[src/rtl/riscv_mem_arbiter.sv]
// riscv_mem_arbiter
//   Merges I-cache refill reads and D-cache refill reads / writebacks onto the
//   single memory request port, and steers memory response beats back to the
//   originating cache using the tag MSB (0 = I-cache, 1 = D-cache).
//
// Ports
//   clk, reset                      clock (rising edge), async active-low reset
//   ic_req_*                        I-cache read request (valid/ready, addr, tag)
//   dc_req_*                        D-cache request (valid/ready, rw, addr, tag)
//   dc_req_data_*                   D-cache write beats (valid/ready, bits, mask)
//   mem_req_*                       merged request (valid/ready, rw, addr, tag)
//   mem_req_data_*                  write beats to memory (+ beat offset)
//   mem_resp_*                      response beats from memory
//   ic_resp_*, dc_resp_*            response beats routed to each cache
//   o_dbg_state                     1 while the write-data phase is active
//   o_dbg_outstanding               reads currently in flight
//
// Handshake semantics (all channels): a transfer happens on a rising clock
// edge where valid and ready are both 1. A producer holds valid and its
// payload stable until the transfer; ready may depend combinationally on
// valid (request grant is combinational), and valid never depends on ready.
// While reset is 0 every valid and ready output is held at 0.
module riscv_mem_arbiter #(
  parameter int ADDR_BITS       = 28,
  parameter int DATA_BITS       = 128,
  parameter int TAG_BITS        = 5,
  parameter int DATA_BEATS      = 4,
  parameter int MAX_OUTSTANDING = 4,
  localparam int OFF_W = (DATA_BEATS > 1) ? $clog2(DATA_BEATS) : 1,
  localparam int CNT_W = $clog2(MAX_OUTSTANDING + 1)
) (
  input  logic                   clk,
  input  logic                   reset,
  // I-cache request
  input  logic                   ic_req_valid,
  output logic                   ic_req_ready,
  input  logic [ADDR_BITS-1:0]   ic_req_addr,
  input  logic [TAG_BITS-2:0]    ic_req_tag,
  // D-cache request
  input  logic                   dc_req_valid,
  output logic                   dc_req_ready,
  input  logic                   dc_req_rw,
  input  logic [ADDR_BITS-1:0]   dc_req_addr,
  input  logic [TAG_BITS-2:0]    dc_req_tag,
  input  logic                   dc_req_data_valid,
  output logic                   dc_req_data_ready,
  input  logic [DATA_BITS-1:0]   dc_req_data_bits,
  input  logic [DATA_BITS/8-1:0] dc_req_data_mask,
  // Memory request
  output logic                   mem_req_valid,
  input  logic                   mem_req_ready,
  output logic                   mem_req_rw,
  output logic [ADDR_BITS-1:0]   mem_req_addr,
  output logic [TAG_BITS-1:0]    mem_req_tag,
  output logic                   mem_req_data_valid,
  input  logic                   mem_req_data_ready,
  output logic [DATA_BITS-1:0]   mem_req_data_bits,
  output logic [DATA_BITS/8-1:0] mem_req_data_mask,
  output logic [OFF_W-1:0]       mem_req_data_offset,
  // Memory response
  input  logic                   mem_resp_valid,
  input  logic [TAG_BITS-1:0]    mem_resp_tag,
  input  logic [DATA_BITS-1:0]   mem_resp_data,
  // Routed responses
  output logic                   ic_resp_valid,
  output logic [TAG_BITS-2:0]    ic_resp_tag,
  output logic [DATA_BITS-1:0]   ic_resp_data,
  output logic                   dc_resp_valid,
  output logic [TAG_BITS-2:0]    dc_resp_tag,
  output logic [DATA_BITS-1:0]   dc_resp_data,
  // Debug visibility
  output logic                   o_dbg_state,
  output logic [CNT_W-1:0]       o_dbg_outstanding
);

  localparam logic [OFF_W-1:0] LAST_BEAT = OFF_W'(DATA_BEATS - 1);
  localparam logic [CNT_W-1:0] MAX_CNT   = CNT_W'(MAX_OUTSTANDING);

  typedef enum logic {S_IDLE = 1'b0, S_WDATA = 1'b1} state_t;

  state_t           r_state;
  logic [OFF_W-1:0] r_wbeat;
  logic [OFF_W-1:0] r_rbeat;
  logic [CNT_W-1:0] r_outstanding;
  logic             r_last_dc;     // 1 = D-cache got the most recent grant

  logic w_idle;
  logic w_wdata;
  logic w_can_read;
  logic w_ic_elig;
  logic w_dc_elig;
  logic w_grant_ic;
  logic w_grant_dc;
  logic w_req_fire;
  logic w_rd_accept;
  logic w_wr_accept;
  logic w_data_fire;
  logic w_resp_last;

  // Gating state decodes with reset forces every valid/ready low while in
  // reset, independent of the register contents.
  assign w_idle  = reset & (r_state == S_IDLE);
  assign w_wdata = reset & (r_state == S_WDATA);

  // Writes get no response, so they are never throttled by the read limit.
  assign w_can_read = (r_outstanding < MAX_CNT);
  assign w_ic_elig  = w_idle & ic_req_valid & w_can_read;
  assign w_dc_elig  = w_idle & dc_req_valid & (dc_req_rw | w_can_read);

  // Round-robin: on a tie the client that did not win last time goes first.
  assign w_grant_dc = w_dc_elig & (~w_ic_elig | ~r_last_dc);
  assign w_grant_ic = w_ic_elig & ~w_grant_dc;

  assign mem_req_valid = w_grant_ic | w_grant_dc;
  assign mem_req_rw    = w_grant_dc & dc_req_rw;
  assign mem_req_addr  = w_grant_dc ? dc_req_addr : ic_req_addr;
  assign mem_req_tag   = w_grant_dc ? {1'b1, dc_req_tag} : {1'b0, ic_req_tag};
  assign ic_req_ready  = w_grant_ic & mem_req_ready;
  assign dc_req_ready  = w_grant_dc & mem_req_ready;

  assign w_req_fire  = mem_req_valid & mem_req_ready;
  assign w_rd_accept = w_req_fire & ~mem_req_rw;
  assign w_wr_accept = w_req_fire & mem_req_rw;

  // Write-data channel is a straight pass-through during the data phase.
  assign mem_req_data_valid  = w_wdata & dc_req_data_valid;
  assign dc_req_data_ready   = w_wdata & mem_req_data_ready;
  assign mem_req_data_bits   = dc_req_data_bits;
  assign mem_req_data_mask   = dc_req_data_mask;
  assign mem_req_data_offset = reset ? r_wbeat : '0;
  assign w_data_fire         = mem_req_data_valid & mem_req_data_ready;

  // Response routing: purely combinational, payload broadcast to both caches.
  assign ic_resp_valid = reset & mem_resp_valid & ~mem_resp_tag[TAG_BITS-1];
  assign dc_resp_valid = reset & mem_resp_valid &  mem_resp_tag[TAG_BITS-1];
  assign ic_resp_tag   = mem_resp_tag[TAG_BITS-2:0];
  assign dc_resp_tag   = mem_resp_tag[TAG_BITS-2:0];
  assign ic_resp_data  = mem_resp_data;
  assign dc_resp_data  = mem_resp_data;

  // Responses are never interleaved, so one beat counter tracks line ends.
  assign w_resp_last = mem_resp_valid & (r_rbeat == LAST_BEAT);

  assign o_dbg_state       = (r_state == S_WDATA);
  assign o_dbg_outstanding = r_outstanding;

  always_ff @(posedge clk or negedge reset) begin
    if (!reset) begin
      r_state       <= S_IDLE;
      r_wbeat       <= '0;
      r_rbeat       <= '0;
      r_outstanding <= '0;
      r_last_dc     <= 1'b1;
    end else begin
      if (r_state == S_IDLE) begin
        if (w_wr_accept) begin
          r_state <= S_WDATA;
          r_wbeat <= '0;
        end
      end else if (w_data_fire) begin
        if (r_wbeat == LAST_BEAT) begin
          r_state <= S_IDLE;
          r_wbeat <= '0;
        end else begin
          r_wbeat <= r_wbeat + OFF_W'(1);
        end
      end

      if (w_req_fire) begin
        r_last_dc <= w_grant_dc;
      end

      if (mem_resp_valid) begin
        r_rbeat <= (r_rbeat == LAST_BEAT) ? '0 : r_rbeat + OFF_W'(1);
      end

      // A read accepted in the same cycle a line completes leaves the count
      // unchanged; the zero guard keeps a stray beat from wrapping the count.
      if (w_rd_accept && !w_resp_last) begin
        r_outstanding <= r_outstanding + CNT_W'(1);
      end else if (w_resp_last && !w_rd_accept && (r_outstanding != '0)) begin
        r_outstanding <= r_outstanding - CNT_W'(1);
      end
    end
  end

endmodule

[config.mk]
export PLATFORM = sky130hd
export DESIGN_NAME = riscv_mem_arbiter
export DESIGN_NICKNAME = d
export VERILOG_FILES = /design/src/rtl/riscv_mem_arbiter.sv
export SDC_FILE = /design/constraint.sdc
export NUM_CORES = 1
export LEC_CHECK = 0
export ABC_AREA = 1
export CAP_MARGIN = 10
export CORE_AREA = 5 5 314 316
export CTS_CLUSTER_DIAMETER = 60
export CTS_CLUSTER_SIZE = 20
export DETAILED_ROUTE_END_ITERATION = 12
export DIE_AREA = 0 0 319 321
export MAX_ROUTING_LAYER = met4
export SYNTH_ARGS = -nofsm -noshare
export SYNTH_HDL_FRONTEND = slang
export SYNTH_SLANG_ARGS = --single-unit
[constraint.sdc]
create_clock -name clk -period 2.55 [get_ports clk]
set_clock_uncertainty 0.15 [all_clocks]
set_input_delay 0.765 -clock clk [delete_from_list [all_inputs] [get_ports clk]]
set_output_delay 0.765 -clock clk [all_outputs]
set_load 0.02 [all_outputs]
==> results of run 1 <==
## state kept, by name (all words and copies together) (netlist names)
signal             count
o_dbg_outstanding      3
r_last_dc              1
r_wbeat                2
o_dbg_state            1
r_rbeat                2
## per-layer routing
metal | global-route usage (%) | wire length [um] | vias to the layer above
li1 | - | - | 878
met1 | 2.88 | 5470 | 932
met2 | 13.4 | 20400 | 625
met3 | 17.3 | 20100 | 101
met4 | 2.56 | 1640 | 0
met5 | - | 0 | -
## logic make-up (layout without fill, tap and decap cells)
group | count (synthesis) | in the layout
buffers and inverters | 428 | 172
and+or+nand+nor | 148 | 148
other | 0 | 5
AOI/OAI and AO/OA | 6 | 6
adders and majority gates | 3 | 3
DFF | 9 | 9
## repair_timing
item | 4_1_cts | 5_1_grt
endpoints found under the setup margin | 45 | 36
buffers inserted | 9 | 2
gates resized for setup | 314 | 21
cloned | 5 | 0
pin swaps | 21 | 18
## cells in the mapped netlist (all sizes together)
| library cell | count | share of area, % |
|---|---|---|
| fa | 1 | 0.49 |
| a31oi | 1 | 0.15 |
| buf | 416 | 77 |
| dfstp | 1 | 0.64 |
| nand3 | 10 | 1.3 |
| inv | 12 | 1.2 |
| nor2 | 10 | 0.98 |
| nand2 | 125 | 12 |
| o21ai | 3 | 0.37 |
| dfrtp | 8 | 4.9 |
| ha | 2 | 0.61 |
| and3 | 2 | 0.37 |
| and2 | 1 | 0.15 |
| a21oi | 2 | 0.25 |
## path summary, 6_finish.rpt
path / from / endpoint / slack (ns)
worst max register to register: o_dbg_state$_DFF_PN0_ / o_dbg_outstanding[2]$_DFFE_PN0P_ / 0.42
worst min register to register: r_last_dc$_DFFE_PN1P_ / r_last_dc$_DFFE_PN1P_ / 0.31
worst min-delay path: reset / o_dbg_state$_DFF_PN0_ / 0.31
min in group clk: r_last_dc$_DFFE_PN1P_ / r_last_dc$_DFFE_PN1P_ / 0.31
worst max-delay path: reset / mem_req_tag[3] / -0.30
max in group asynchronous: reset / r_last_dc$_DFFE_PN1P_ / 1.70
## layout make-up
| cell class | instances | area share [%] |
|---|---|---|
| Multi-Input combinational cell | 157 | 21.8 |
| Tap cell | 1276 | 32.7 |
| Clock buffer | 4 | 1.61 |
| Antenna cell | 5 | 0.256 |
| Inverter | 12 | 1.26 |
| Timing Repair Buffer | 156 | 37.8 |
| Sequential cell | 9 | 4.64 |
## power by group
part	internal [mW]	switching, mW	total [mW]
Clock	0.209	0.0663	0.275
Sequential	0.221	0.0574	0.278
Combinational	0.883	0.895	1.78
## metrics by stage
step	worst slack, ns	hold slack (ns)	cells
after detailed placement	-1.24	0.303	1596
after CTS	-0.372	0.316	1613
after global placement	-1.29	0.299	1596
after global routing	-0.355	0.327	1618
after floorplan	0.0190	0.294	594
final	-0.302	0.313	1619
## cell usage in the layout (no fill, tap or decap), types with 2 or more instances in the layout
master / n
clkdlybuf4s50_1: 68
nand2_1: 58
nand2_4: 36
buf_6: 35
nand2_2: 31
buf_12: 19
buf_4: 19
inv_1: 9
dfrtp_1: 8
nand3_1: 7
nor2_1: 7
diode_2: 5
buf_16: 5
dlygate4sd2_1: 5
buf_8: 4
nor2_4: 3
clkbuf_16: 3
inv_2: 2
nand3_2: 2
a21oi_1: 2
ha_1: 2
==> run_results.csv, run 1 <==
group,metric,value,unit
die,num_rows,114,
detailed_routing,route.detailed.drc,0,
synthesis,synthMuxAreaShare,0,%
final_layout,nFillCells,11300,
detailed_routing,num_vias,2536,
detailed_routing,ant_nets,0,
synthesis,yosys_warnings,0,
cts,cts_tree,"done",
synthesis,synth_top_family_by_area,"buffers and inverters",
grt,first_global_vias,2816,
detailed_routing,wire_per_inst,29.4,um
placed_design,place_area,0.00407,mm2
sta,fin_crit,2.85,ns
synthesis,syn_inst,594,
grt,grt_antenna_before_repair,5,
die,num_io_pins,805,
power_and_ir_drop,p_leak,1.60,nW
cts,hold_buffers,0,
sta,rsz0062_at_grt,"yes",
cts,cts-root-buf,"clkbuf_16",
critical_path,required,1.64,ns
die,die_x,319,um
sta,tightest_slew,0.466,ns
synthesis,yosysSeqAreaShare,5.55,%
detailed_routing,post_drt_via_cell_ratio,1.57,
critical_path,cp_num_cells,11,
grt,grt_max_degree,16,
critical_path,worst-setup-path-type,"in2out",
cts,cts_buffer_depth,2,
die,dieHeight,321,um
critical_path,critPathMaxStageDelay,0.16,ns
critical_path,start_kind,"input port",
synthesis,syn_nets,947,
sta,setup_tns,-9.27,ns
critical_path,crit_family,"buffers and inverters",
sta,slew_headroom,68.9,%
placed_design,globalplace.congestion,0.771,
critical_path,crit_chain,"buf_8 > nand3_4 > nor2_4 > and2_4 > buf_12 > inv_16 > buf_12 > buf_12 > nand2_4 > nand2_4 > buf_12",
cts,htreeDepth,1,
placed_design,hpwlAfterDp,44.5,mm
final_layout,regArea,226,um2
power_and_ir_drop,finalPower,2.33,mW
final_layout,fin_util,5.10,%
die,die_area,0.102,mm2
critical_path,path_common_cell,"buf_12",
placed_design,portBuffers,120,
power_and_ir_drop,powerDensity,477,mW/mm2
final_layout,stdcell_area,0.00488,mm2
cts,clock_latency,0.23,ns
synthesis,synth_area,0.00408,mm2
sta,setup_viol,35,
sta,fin_crit_sh,112,%
cts,cts_buffers,3,
die,start_util,4.26,%
final_layout,syn_to_final_growth,19.8,%
final_layout,final_nets,692,
grt,grt_remaining_overflow,0,
synthesis,synth-simple-area-share,14.5,%
sta,fmax,351,MHz
synthesis,synth_compound_area_share,0.767,%
grt,grt_pass1_wl,53.2,mm
power_and_ir_drop,irDropWorstVdd,0.000171,V
critical_path,endpoint_kind,"output port",
grt,global_route.usage.total,8.96,%
sta,slew_violations,0,
final_layout,drive_above_1_share,49.4,%
sta,worst_slack,-0.302,ns
worst_hold_path,min_path_type,"in2async",
status,violations,"setup timing",
critical_path,path_buf_inv,6,
status,outcome,"complete, but fails checks",
run,max-cap-violations,0,
cts,clk_pin_slew,0.04,ns
final_layout,multi_input_area,0.00106,mm2
synthesis,syn_avg_cell_area,6.87,um2
synthesis,synthXorXnorAreaFrac,0,%
critical_path,critPathArrivalTime,1.94,ns
critical_path,reg2reg_depth,13,
critical_path,crit_fanout,6,
die,coreArea,0.0957,mm2
cts,numClockSinks,9,
critical_path,slowest_stage,"and2_4",
synthesis,ys_ff_latch,9,
detailed_routing,totalWireLength,47.6,mm
detailed_routing,drtPass1Iterations,4,
detailed_routing,drtIter0Drc,113,
sta,hold_violations,0,
synthesis,ys_types,21,
synthesis,synth-adder-area-share,1.10,%
No activity file was read; power rests on OpenSTA's default activity.
==> inputs of run 2 (changes only) <==
Settings changed: GPL_TIMING_DRIVEN from default to 0, PLACE_DENSITY_LB_ADDON from default to 0.15.
==> run 2 against run 1 <==
  * The run still ends with setup timing left
  * Hold slack worse by 0.038 ns
  * Wire length fell by 38%
  * Core utilization increased by 6.7 points
  * Total power grew 54%
  * Final cell count rose by 49%
  * Sequential share of layout area decreased by 2.6 points
  * Highest routed layer unchanged
  * Register-to-register slack about the same
==> run_results.csv, run 2 (synthesized netlist as in run 1, its figures left out) <==
group,metric,value,unit
cts,htreeDepth,1,
final_layout,final_nets,1488,
sta,holdWs,0.275,ns
detailed_routing,drtPass1Iterations,4,
sta,worst_slack,-0.236,ns
sta,tightest_slew,0.609,ns
die,die_x,319,um
placed_design,portBuffers,528,
critical_path,critPathMaxStageDelay,0.15,ns
detailed_routing,post_drt_via_cell_ratio,2.11,
grt,first_global_vias,5295,
final_layout,stdcell_area,0.0113,mm2
die,num_rows,114,
power_and_ir_drop,p_leak,4.93,nW
sta,slew_violations,0,
final_layout,most-common-layout-cells,"477 x clkdlybuf4s50_1, 420 x buf_4, 102 x nand2_1",
power_and_ir_drop,p_seq_share,8.2,%
grt,global_route.usage.total,5.22,%
final_layout,layout.cells.most_common,"clkdlybuf4s50_1",
cts,clock_latency,0.24,ns
power_and_ir_drop,internal_power,1.99,mW
cts,clk_pin_slew,0.04,ns
detailed_routing,wire_per_inst,12.3,um
die,start_util,4.26,%
power_and_ir_drop,p_sw,1.60,mW
final_layout,fin_util,11.8,%
die,num_io_pins,805,
grt,use_met1,5.04,%
sta,hold_violations,0,
critical_path,crit_chain,"buf_4 > nor2_4 > nor2_4 > and2_4 > buf_12 > inv_16 > buf_8 > nand2_1 > nand2_1 > buf_6",
cts,numClockSinks,9,
grt,grt_antenna_before_repair,2,
worst_hold_path,min_path_type,"in2async",
critical_path,start_kind,"input port",
power_and_ir_drop,finalPower,3.59,mW
critical_path,worst-setup-path-type,"in2out",
power_and_ir_drop,irDropWorstVdd,0.000144,V
grt,grt_max_degree,11,
detailed_routing,ant_nets,0,
cts,cts_buffer_depth,2,
grt,grt_remaining_overflow,0,
cts,hold_buffers,0,
critical_path,path_buf_inv,5,
grt,busiest_layer,"met2",
detailed_routing,totalWireLength,29.7,mm
cts,cts_tree,"done",
final_layout,drive_above_1_share,45.3,%
placed_design,hpwlAfterDp,27.9,mm
sta,rsz0062_at_grt,"yes",
die,coreArea,0.0957,mm2
final_layout,instances_no_fill,2412,
critical_path,crit_fanout,8,
cts,cts-root-buf,"clkbuf_16",
placed_design,globalplace.congestion,0.738,
grt,use_met2,10.4,%
grt,met3_usage,1.72,%
critical_path,critPathArrivalTime,1.87,ns
power_and_ir_drop,powerDensity,316,mW/mm2
placed_design,place_area,0.0110,mm2
sta,slew_headroom,59.6,%
power_and_ir_drop,pwr-share-comb,83.5,%
placed_design,dp.cells,2398,
power_and_ir_drop,clkPwrFrac,8.3,%
detailed_routing,route.detailed.drc,0,
final_layout,largest_reg_flops,3,
final_layout,syn_to_final_growth,178,%
sta,setup_viol,35,
status,violations,"setup timing",
grt,grt_pass1_wl,38.5,mm
critical_path,endpoint_kind,"output port",
status,outcome,"complete, but fails checks",
run,max-cap-violations,0,
die,die_area,0.102,mm2
die,dieHeight,321,um
sta,fin_crit_sh,109,%
power_and_ir_drop,netSwitchingFraction,44.6,%
critical_path,crit_family,"buffers and inverters",
cts,cts_buffers,3,
critical_path,slowest_stage,"and2_4",
sta,fin_crit,2.79,ns
detailed_routing,drtIter0Drc,54,
critical_path,required,1.64,ns
detailed_routing,num_vias,5097,
sta,fmax,359,MHz
[run 2: cell count changes in the layout (fill, tap and decap cells not counted), moves of 3 or more]
cell | before | now
buf_12 | 19 | 2
buf_2 | 1 | 7
buf_4 | 19 | 420
clkdlybuf4s50_1 | 68 | 477
diode_2 | 5 | 2
nand2_1 | 58 | 102
nand2_2 | 31 | 22
nand2_4 | 36 | 1
[run 2: metal layers]
| metal | up-vias | wire length [um] | part of all wire, % |
|---|---|---|---|
| li1 | 2468 | - | - |
| met1 | 2241 | 9680 | 33 |
| met2 | 377 | 16800 | 57 |
| met3 | 11 | 3040 | 10 |
| met4 | 0 | 152 | 0.51 |
| met5 | - | 0 | 0 |
[run 2: area by class of cell]
class                      count  area (um2)
antenna                        2        5.00
buffer                       415        3160
clock buffer                   4        78.8
fill                       11100       84400
inverter                      12        61.3
multi-input combinational    157         797
sequential                     9         229
tap                         1276        1600
timing repair buffer         537        5410
[run 2: worst reg2reg max path, stage by stage (launching register included)]
cell and delay (ns):
dfrtp_2 0.42, inv_2 0.10, nand3_4 0.15, nor2_4 0.15
nand2_4 0.12, nand2_2 0.15, nand3_2 0.12, fa_1 0.40
inv_1 0.07, nand2_1 0.06, nand3_1 0.07, nand2_1 0.05
[run 2: power groups by stage]
stage               clock (mW)  combinational, mW  sequential [mW]
floorplan                    0               1.47            0.319
global route             0.321               3.22            0.309
CTS                      0.316               2.92            0.331
global placement             0               2.88            0.321
detailed placement           0               2.84            0.324
finish                   0.299               2.99            0.295
[run 2: per-stage QoR]
stage	worst slack [ns]	setup TNS [ns]
after floorplan	0.0190	0
after global placement	-2.13	-88.33
after detailed placement	-2.15	-88.13
after CTS	-0.387	-11.86
after global routing	-0.319	-9.87
final	-0.236	-6.88
[run 2: final timing paths]
check / start / end / slack [ns] / depth (start not counted)
min in group clk: r_rbeat[1]$_DFFE_PN0P_ / r_rbeat[1]$_DFFE_PN0P_ / 0.33 / 2
min reg2reg: r_rbeat[1]$_DFFE_PN0P_ / r_rbeat[1]$_DFFE_PN0P_ / 0.33 / 2
max in group asynchronous: reset / r_last_dc$_DFFE_PN1P_ / 1.62 / 3
min: reset / r_wbeat[0]$_DFFE_PN0P_ / 0.27 / 2
max: dc_req_rw / mem_req_addr[24] / -0.24 / 10
max reg2reg: o_dbg_state$_DFF_PN0_ / o_dbg_outstanding[2]$_DFFE_PN0P_ / 0.43 / 11
[run 2: repair_timing]
| item | 4_1_cts | 5_1_grt |
|---|---|---|
| resized for setup | 270 | 59 |
| pin swaps | 3 | 6 |
| cloned | 2 | 0 |
| endpoints found under the setup margin | 51 | 39 |
| setup buffers | 4 | 3 |
==> edit (settings of run 2) <==
Register the output `o_dbg_state`, without a reset; this adds one clock of latency there. The other outputs are not delayed to match.
--- a/src/rtl/riscv_mem_arbiter.sv
+++ b/src/rtl/riscv_mem_arbiter.sv
@@ -142,5 +142,7 @@
   assign w_resp_last = mem_resp_valid & (r_rbeat == LAST_BEAT);
 
-  assign o_dbg_state       = (r_state == S_WDATA);
+  always_ff @(posedge clk) begin
+    o_dbg_state <= (r_state == S_WDATA);
+  end
   assign o_dbg_outstanding = r_outstanding;
 
Behaviour: not the same (a bounded check fails within 4 cycles, from zero or initial values and one cycle with reset low).
==> edit against run 2 <==
The flow still finishes with violations (setup timing); final area up 2.7%; synthesized cell count fell by 0.34%; wire length is 1.8% higher; power is 6.1% higher; synthesized area is 1.1% higher; non-clock buffer count increased by 7; core utilization increased by 0.32 points; worst hold slack better by 0.0093 ns; sequential cell count rose by 1; sequential power rose by 9.2%; register-to-register slack got worse by 0.17 ns; worst setup slack lost 0.072 ns; largest cell class unchanged.
==> edit: results <==
[run_status]
status = "complete, but fails checks"
violations = "setup timing"

[timing]
setup_viol = 38
fin_setup_tns_ns = -9.72
slew_headroom_pct = 59.6
fin_ws_ns = -0.309
hold_slack_ns = 0.284

[worst_setup_path]
max_stage_delay_ns = 0.19
cp_data_arrival_time_ns = 1.94
r2r_start = "r_state"
crit_path_max_fanout = 10
crit_start = "reset"
crit_end = "mem_req_addr[12]"

[placement]
gp_congestion = 0.783
dp.cells = 2396
dpl-instance-area_um2 = 11000
dp_hpwl_mm = 28.1

[grt]
use_met3_pct = 1.58
grt_pass1_vias = 5344
grt_util_all_layers_pct = 5.38
met2_usage_pct = 10.8
antenna_found_initial = 1

[cells_and_area]
multi_input_gates = 154
design_area_um2 = 11600
final-nonclk-buf-share_pct = 75.0
seqAreaFraction_pct = 2.13
antenna_cells = 1
fin_nets = 1493
nonClockBufferCount = 959
nFillCells = 10981
drive_gt1_share_pct = 49.1

[route]
wl_met1_mm = 9.83
wl_met2_mm = 17.5
wl_mm = 30.3
vias = 5090
wl_met3_mm = 2.76
first_iter_violations = 70

[synth]
syn_avg_cell_area_um2 = 6.96
synth_fp_nets = 945
synthDistinctLibCells = 23
netlist_top_cells_count = "buf_4 (411), nand2_1 (111), nand2_2 (12), nand3_1 (11), inv_1 (10)"
yosysSeqAreaShare_pct = 5.98
async_flop_share_pct = 90.0
ys_top_cells_by_area = "buf_4 (75%), nand2_1 (10%), dfrtp_1 (4.9%)"

[power]
leakage_nw = 5.02
ir_worst_vdd_mv = 0.186

[cts]
cts.sinks = 10
## edit: power groups by stage
stage / Combinational (mW) / Clock (mW) / Sequential, mW
2_1_floorplan: 1.47 / 0 / 0.342
3_3_place_gp: 2.89 / 0 / 0.343
3_5_place_dp: 2.87 / 0 / 0.347
4_1_cts: 3.19 / 0.362 / 0.322
5_1_grt: 3.38 / 0.366 / 0.334
6_report: 3.15 / 0.339 / 0.322
## edit: repair_timing
item	CTS	global route
endpoints found under the setup margin	50	43
setup buffers	12	0
gates cloned	3	1
pin swaps	12	6
hold buffers	0	0
resized for setup	344	33
## edit: kinds of logic after synthesis
family,after synthesis,synth area share [%]
AO/OA/AOI/OAI,5,0.698
adder cells (fa/ha/maj),3,1.09
buffers and inverters,428,77.4
flip-flops,10,5.98
AND/OR/NAND/NOR,146,14.8
## edit: stage by stage
step	worst slack, ns	utilization (%)
finish	-0.309	12.2
global route	-0.396	12.2
CTS	-0.383	12.1
detailed placement	-2.11	11.5
global placement	-2.11	11.5
floorplan	0.0240	-
